**config.mk**
```make
export PLATFORM = sky130hd
export DESIGN_NAME = addr_port_arbiter
export DESIGN_NICKNAME = d
export VERILOG_FILES = /design/src/rtl/addr_port_arbiter.sv
export SDC_FILE = /design/constraint.sdc
export NUM_CORES = 1
export LEC_CHECK = 0
export BUFFER_PORTS_ARGS = -buffer_cell sky130_fd_sc_hd__buf_2
export CORE_ASPECT_RATIO = 1.5
export CORE_MARGIN = 5
export CORE_UTILIZATION = 41
export CTS_CLUSTER_SIZE = 20
export DETAILED_ROUTE_END_ITERATION = 16
export PLACE_DENSITY = 0.76
export SLEW_MARGIN = 20
export SYNTH_ARGS = -nofsm -noshare
export SYNTH_HDL_FRONTEND = slang
export SYNTH_SLANG_ARGS = --single-unit
```
**constraint.sdc**
```tcl
create_clock -name clk -period 2.1 [get_ports clk]
set_input_delay 0.42 -clock clk [delete_from_list [all_inputs] [get_ports clk]]
set_output_delay 0.42 -clock clk [all_outputs]
set_load 0.005 [all_outputs]
```
**src/rtl/addr_port_arbiter.sv**
```systemverilog
// Two-port write arbiter feeding a single register-file write port.
// Grants are combinational; the write path (sel/wr_*) and the drop counter
// are registered one cycle behind the grant. Ties are resolved round-robin
// with a bounded burst so one busy port cannot starve the other.
module addr_port_arbiter #(
  parameter int DW        = 32,
  parameter int MAX_BURST = 4
) (
  input  logic          clk,
  input  logic          reset,
  input  logic          req0,
  input  logic [4:0]    addr0,
  input  logic [DW-1:0] data0,
  output logic          gnt0,
  input  logic          req1,
  input  logic [4:0]    addr1,
  input  logic [DW-1:0] data1,
  output logic          gnt1,
  output logic          sel,
  output logic          wr_en,
  output logic [4:0]    wr_addr,
  output logic [DW-1:0] wr_data,
  output logic [7:0]    drop_cnt
);

  localparam logic [3:0] BURST_MAX = 4'(MAX_BURST);

  typedef enum logic {
    PORT0 = 1'b0,
    PORT1 = 1'b1
  } port_t;

  // Arbitration state: owner is the last granted port.
  logic       active;
  port_t      owner;
  logic [3:0] burst;

  // Decision for the current cycle.
  logic          grant_any;
  port_t         grant_port;
  logic [4:0]    xfer_addr;
  logic [DW-1:0] xfer_data;

  // Pick the port to grant this cycle; reset forces both grants low at once.
  always_comb begin
    // NOTE: every output of always_comb gets a default first so no path leaves it unassigned (no latch).
    grant_any  = 1'b0;
    grant_port = owner;
    if (!reset) begin
      unique case ({req1, req0})
        2'b01: begin
          grant_any  = 1'b1;
          grant_port = PORT0;
        end
        2'b10: begin
          grant_any  = 1'b1;
          grant_port = PORT1;
        end
        2'b11: begin
          grant_any  = 1'b1;
          // Owner keeps the port until its burst budget is spent.
          if (active && (burst < BURST_MAX)) grant_port = owner;
          else                               grant_port = port_t'(~owner);
        end
        default: ;
      endcase
    end
    gnt0      = grant_any && (grant_port == PORT0);
    gnt1      = grant_any && (grant_port == PORT1);
    xfer_addr = (grant_port == PORT1) ? addr1 : addr0;
    xfer_data = (grant_port == PORT1) ? data1 : data0;
  end

  // Track owner and burst length; an idle cycle ends the burst.
  always_ff @(posedge clk or posedge reset) begin
    if (reset) begin
      // NOTE: nonblocking assignments in clocked blocks so every flop samples pre-edge values.
      active <= 1'b0;
      owner  <= PORT1;  // first tie after reset goes to port 0
      burst  <= 4'd0;
    end else if (grant_any) begin
      if ((grant_port == owner) && active) begin
        if (burst != BURST_MAX) burst <= burst + 4'd1;
      end else begin
        burst <= 4'd1;
      end
      owner  <= grant_port;
      active <= 1'b1;
    end else begin
      active <= 1'b0;
      burst  <= 4'd0;
    end
  end

  // Register the granted transfer; address 0 is consumed but only counted.
  always_ff @(posedge clk or posedge reset) begin
    if (reset) begin
      sel      <= 1'b0;
      wr_en    <= 1'b0;
      wr_addr  <= 5'd0;
      wr_data  <= '0;
      drop_cnt <= 8'd0;
    end else if (grant_any) begin
      sel     <= grant_port;
      wr_addr <= xfer_addr;
      wr_data <= xfer_data;
      wr_en   <= (xfer_addr != 5'd0);
      if ((xfer_addr == 5'd0) && (drop_cnt != 8'hff)) drop_cnt <= drop_cnt + 8'd1;
    end else begin
      wr_en <= 1'b0;
    end
  end

endmodule

```
## Yosys cells after proc, flatten, opt, wreduce, memory -nomap -nowiden

Index checks and enable logic that the tools add are counted.

- Add/subtract/negate cells: 2
- Eq/ne operators: 7
- Bitwise logic cells: 2
- Order comparisons: 1
- Muxes and demuxes: 12
- Reductions and logical operators: 9

Operator list:

| kind | count |
|---|---|
| $mux 32 | 1 |
| $mux 4 | 3 |
| $add 8x1->8 const B | 1 |
| $ne 8x8->1 const B | 1 |
| $mux 1 | 6 |
| $logic_and 1x1->1 | 5 |
| $logic_not 5->1 | 1 |
| $mux 5 | 1 |
| $reduce_bool 5->1 | 1 |
| $add 4x1->4 const B | 1 |
| $eq 2x2->1 const B | 2 |
| $lt 4x3->1 const B | 1 |
| $ne 4x3->1 const B | 1 |
| $ne 3x2->1 const B | 1 |
| $pmux 1 s3 | 1 |
| $reduce_or 3->1 | 1 |
| $eq 2x1->1 const B | 1 |
| $not 1->1 | 2 |
| $reduce_and 2->1 | 1 |
| $eq 1x1->1 | 1 |

- Logic and storage cells: 41
- Input bits: 78
- Output and inout bits: 49
- Flip-flop bits (word level): 53

## Logic depth before layout (Yosys ltp)

- Depth in word-level cells: 9
- Depth in mapped cells: 7
- Mapped depth without buffers: 7

## Worst setup path before layout

OpenSTA, ideal clock, no wires.

- Path type: input port to flip-flop
- From: input reset
- To: register burst[1]
- Arrival time: 2.041 ns
- Setup time: 0.078 ns
- Stages on the path: 3
- Required time: 2.022 ns
- Setup slack: -0.020 ns
- Buffers on the path: 0
- Cell sequence: inv_1 -> o2111ai_1 -> nor2_1

- Cells in the longest elaborated chain, start to end: 5
- Elaborated cells between the ends (all ways): 7
- Classes of those cells: eq/ne: 2; mux: 4; reduce/logical: 1

RTL lines:

| item | RTL line | source |
|---|---|---|
| start: declaration | 10 | `input logic reset,` |
| $mux 1 | 49 | `if (!reset) begin` |
| $eq 1x1->1 | 82 | `if ((grant_port == owner) && active) begin` |
| $logic_and 1x1->1 | 82 |  |
| $mux 4 | 82 |  |
| $mux 4 | 81 | `end else if (grant_any) begin` |
| end signal: assignment | 83 | `if (burst != BURST_MAX) burst <= burst + 4'd1;` |
| end: declaration | 36 | `logic [3:0] burst;` |

Parallel ways exist; a longest one is shown, timed or not.
A chain may end at the register's enable or synchronous reset.

## Final worst setup path

- From: register active
- To: output gnt0

- Cells in the longest elaborated chain, start to end: 6

RTL lines:

| item | RTL line | source |
|---|---|---|
| start: declaration | 34 | `logic active;` |
| start signal: assignment | 78 | `active <= 1'b0;` |
| start signal: assignment | 88 | `active <= 1'b1;` |
| start signal: assignment | 90 | `active <= 1'b0;` |
| $logic_and 1x1->1 | 62 | `if (active && (burst < BURST_MAX)) grant_port = owner;` |
| $mux 1 | 62 |  |
| $pmux 1 s3 | 50 | `unique case ({req1, req0})` |
| $mux 1 | 49 |  |
| $not 1->1 | 68 | `gnt0 = grant_any && (grant_port == PORT0);` |
| $logic_and 1x1->1 | 68 |  |
| end: declaration | 14 | `output logic gnt0,` |

No other way between the ends.

==> run metrics <==
hold-fix buffers at CTS=0; fin nets=440; GRT overflow=0; leakage power=0.00193 uW; n_diodes=0; Netlist Area Pre-Place=2560 sq um; I/O Buffers=126; Logic pwr share=0.263; initial antenna violation count=0; Synth top area share=0.508; number of synthesized register bits=53; fin crit share=0.956; Max VDD drop=0.534 mV; crit path from=active$_DFF_PP0_; post-route ant nets=0; estimated wirelength of the detail-placed design=~5000 um; Achievable Freq=around 500 MHz; total track usage=0.176; Worst-path clk slew=approximately 100 ps; Area Growth Syn to Fin=37.5%; TritonCTS clock tree=yes; Synth area leader=dfrtp_1; post-synthesis sequential area ratio=0.518; Slew @ Worst Pin=roughly 500 ps; Die Span Y=about 110 um; GR peak layer=met2; R2R depth=7; status=finished, final reports clean; fillers=approximately 540; Clock Skews=12.0 ps; Int Pwr=1900 uW; Synth Area per Inst=11.6 sq um; total power divided by cell area=740 nW/um^2; count leader, synth=dfrtp_1; most frequent cells after synthesis=dfrtp_1 (52), a21o_1 (33), a22o_1 (32); async set-or-reset flop fraction in the synthesized netlist=1.00; share of post-route cells with drive strength above 1=0.481; max_cap viols=0; Yosys cell types=37; GRT met2 Usage=0.301; vias in the first global route=between 2000 and 2500; met3 Resource Use GR=0.0375; met1 GRT Util=0.216; crit path max fanout=4; Cells after Synth=220; Req. time, crit path=1680 ps; clock share of power=0.258; Reg power frac=0.479; std cell rows=35; Chip Width=around 75 um; placeable core area=6130 sq um; pre-CTS WS=-66.1 ps; arrival time worst endpoint=1590 ps; Fin Setup TNS=0 ps; gpl congestion=roughly 0.8; clock sink count=53; Routed wire per std cell=roughly 15 um; CTS root buffer=clkbuf_8; Rel. slew slack=0.666; critical path capture point type=output pin; Critical Path Sink=gnt0; clk_lat worst skew=~300 ps; H-tree lvl count=2; die area=between 7000 and 8000 sq um; final wirelength=6650 um; Setup WS post-layout=about 90 ps; Pwr Total=2610 uW; Starting DRT DRC Count=64; pin count of the biggest net entering global routing=47; Synth Net Count=roughly 300; final hold violations=0; Post-synth EDFFs=0; launching point of the worst reg2reg path=active$_DFF_PP0_; Setup-failing EPs final=0; Vias/cell=around 5.2; initial core utilization=0.418; DRT Pass-1 Iters=4; Setup CP Type=reg -> out; # IOs=roughly 130; Syn. warnings=0; final max-slew violation count=0; first-pass GRT wire length=roughly 11000 um; CP startpoint kind=flop; DRC=0; Max Root-Sink Buffers=2; fin crit period=2010 ps; FF-to-FF End=drop_cnt[1]$_DFFE_PP0P_; R2R Setup Slk=~100 ps; top post-synthesis cells by area=dfrtp_1 (51%), a22o_1 (11%), a21o_1 (9.7%); routed via count=2273; commonest register cell after synthesis=dfrtp_1; CTS Buf Count=5; switching share of power=0.271; Min-Delay Path Class=in -> async; Psw=between 700 and 800 uW
-- how the worst min path moves through the flow --
stage	slack (ps)	depth (start not counted)	end	startpoint
floorplan	470	2	wr_addr[0]$_DFFE_PP0P_	wr_addr[0]$_DFFE_PP0P_
global placement	460	2	wr_addr[0]$_DFFE_PP0P_	wr_addr[0]$_DFFE_PP0P_
detailed placement	470	1	sel$_DFFE_PP0P_	sel$_DFFE_PP0P_
CTS	240	3	wr_data[9]$_DFFE_PP0P_	reset
global route	270	3	wr_data[3]$_DFFE_PP0P_	reset
finish	240	3	wr_addr[3]$_DFFE_PP0P_	reset
-- power by group through the flow --
stage          Sequential (uW)  Combinational, uW  Clock [uW]
5_1_grt                   1270                764         733
3_3_place_gp              1260                660           0
6_report                  1250                685         673
3_5_place_dp              1260                676           0
2_1_floorplan             1270                340           0
4_1_cts                   1250                692         702
-- area by class of cell --
| cell class | instances | area, sq um | share of cell area |
|---|---|---|---|
| Sequential cell | 53 | 1330 | 0.377 |
| Tap cell | 74 | 92.6 | 0.0263 |
| Inverter | 5 | 22.5 | 0.00639 |
| Clock buffer | 6 | 72.6 | 0.0206 |
| Multi-Input combinational cell | 148 | 1190 | 0.338 |
| Clock inverter | 2 | 35.0 | 0.00994 |
| Timing Repair Buffer | 146 | 781 | 0.222 |
-- stage by stage --
| stage | cells | utilization | hold WS [ps] | cell area, sq um |
|---|---|---|---|---|
| after global placement | 421 | 0.545 | 460 | 3340 |
| final | 434 | 0.575 | 241 | 3520 |
| after global routing | 434 | 0.575 | 268 | 3520 |
| after detailed placement | 421 | 0.545 | 466 | 3340 |
| after CTS | 431 | 0.569 | 239 | 3490 |
| after floorplan | 220 | - | 473 | 2570 |
-- critical path, cell delays in order (launching register included) --
cell and delay, ps:
dfrtp_1 420, nor3b_4 170, buf_4 140, xor2_2 150, a21oi_4 210, nor2_2 60
buf_2 140
-- sequential cells by signal, indices dropped and copies added, names as in the netlist --
name,flops
wr_data,32
sel,1
burst,4
owner,1
wr_addr,5
active,1
drop_cnt,8
wr_en,1
-- placed cells by master (no fill, tap or decap), types with 2 or more instances in the layout --
| cell type | count |
|---|---|
| buf_2 | 126 |
| dfrtp_1 | 51 |
| a21o_1 | 33 |
| a22o_1 | 32 |
| buf_4 | 20 |
| nand2_1 | 9 |
| mux2i_1 | 9 |
| o21ai_0 | 9 |
| xnor2_1 | 8 |
| nor2_1 | 7 |
| o2111ai_1 | 5 |
| clkbuf_8 | 5 |
| inv_1 | 4 |
| nand3_1 | 4 |
| nor3_1 | 3 |
| nand2b_1 | 3 |
| nor2_2 | 2 |
| a21oi_1 | 2 |
| and3_2 | 2 |
| ha_1 | 2 |
-- what timing repair did --
| action | CTS | global route |
|---|---|---|
| cloned | 0 | 0 |
| endpoints found under the setup margin | 8 | 8 |
| pin swaps | 2 | 2 |
| setup buffers | 2 | 3 |
| resized for setup | 4 | 2 |
-- cells by family after synthesis --
logic type | count (synthesis) | synth area share
adder cells (fa/ha/maj) | 3 | 0.0146
AND/OR/NAND/NOR | 36 | 0.0786
buffers and inverters | 19 | 0.0376
flip-flops | 53 | 0.518
AO/OA/AOI/OAI | 90 | 0.279
multiplexers | 10 | 0.0410
XOR/XNOR | 9 | 0.0308
-- per-layer routing --
layer | wire (um) | part of all wire
met4 | 137 | 0.021
met3 | 450 | 0.068
met2 | 3490 | 0.52
met5 | 0 | 0
met1 | 2580 | 0.39
(Power assumes the default switching activity.)
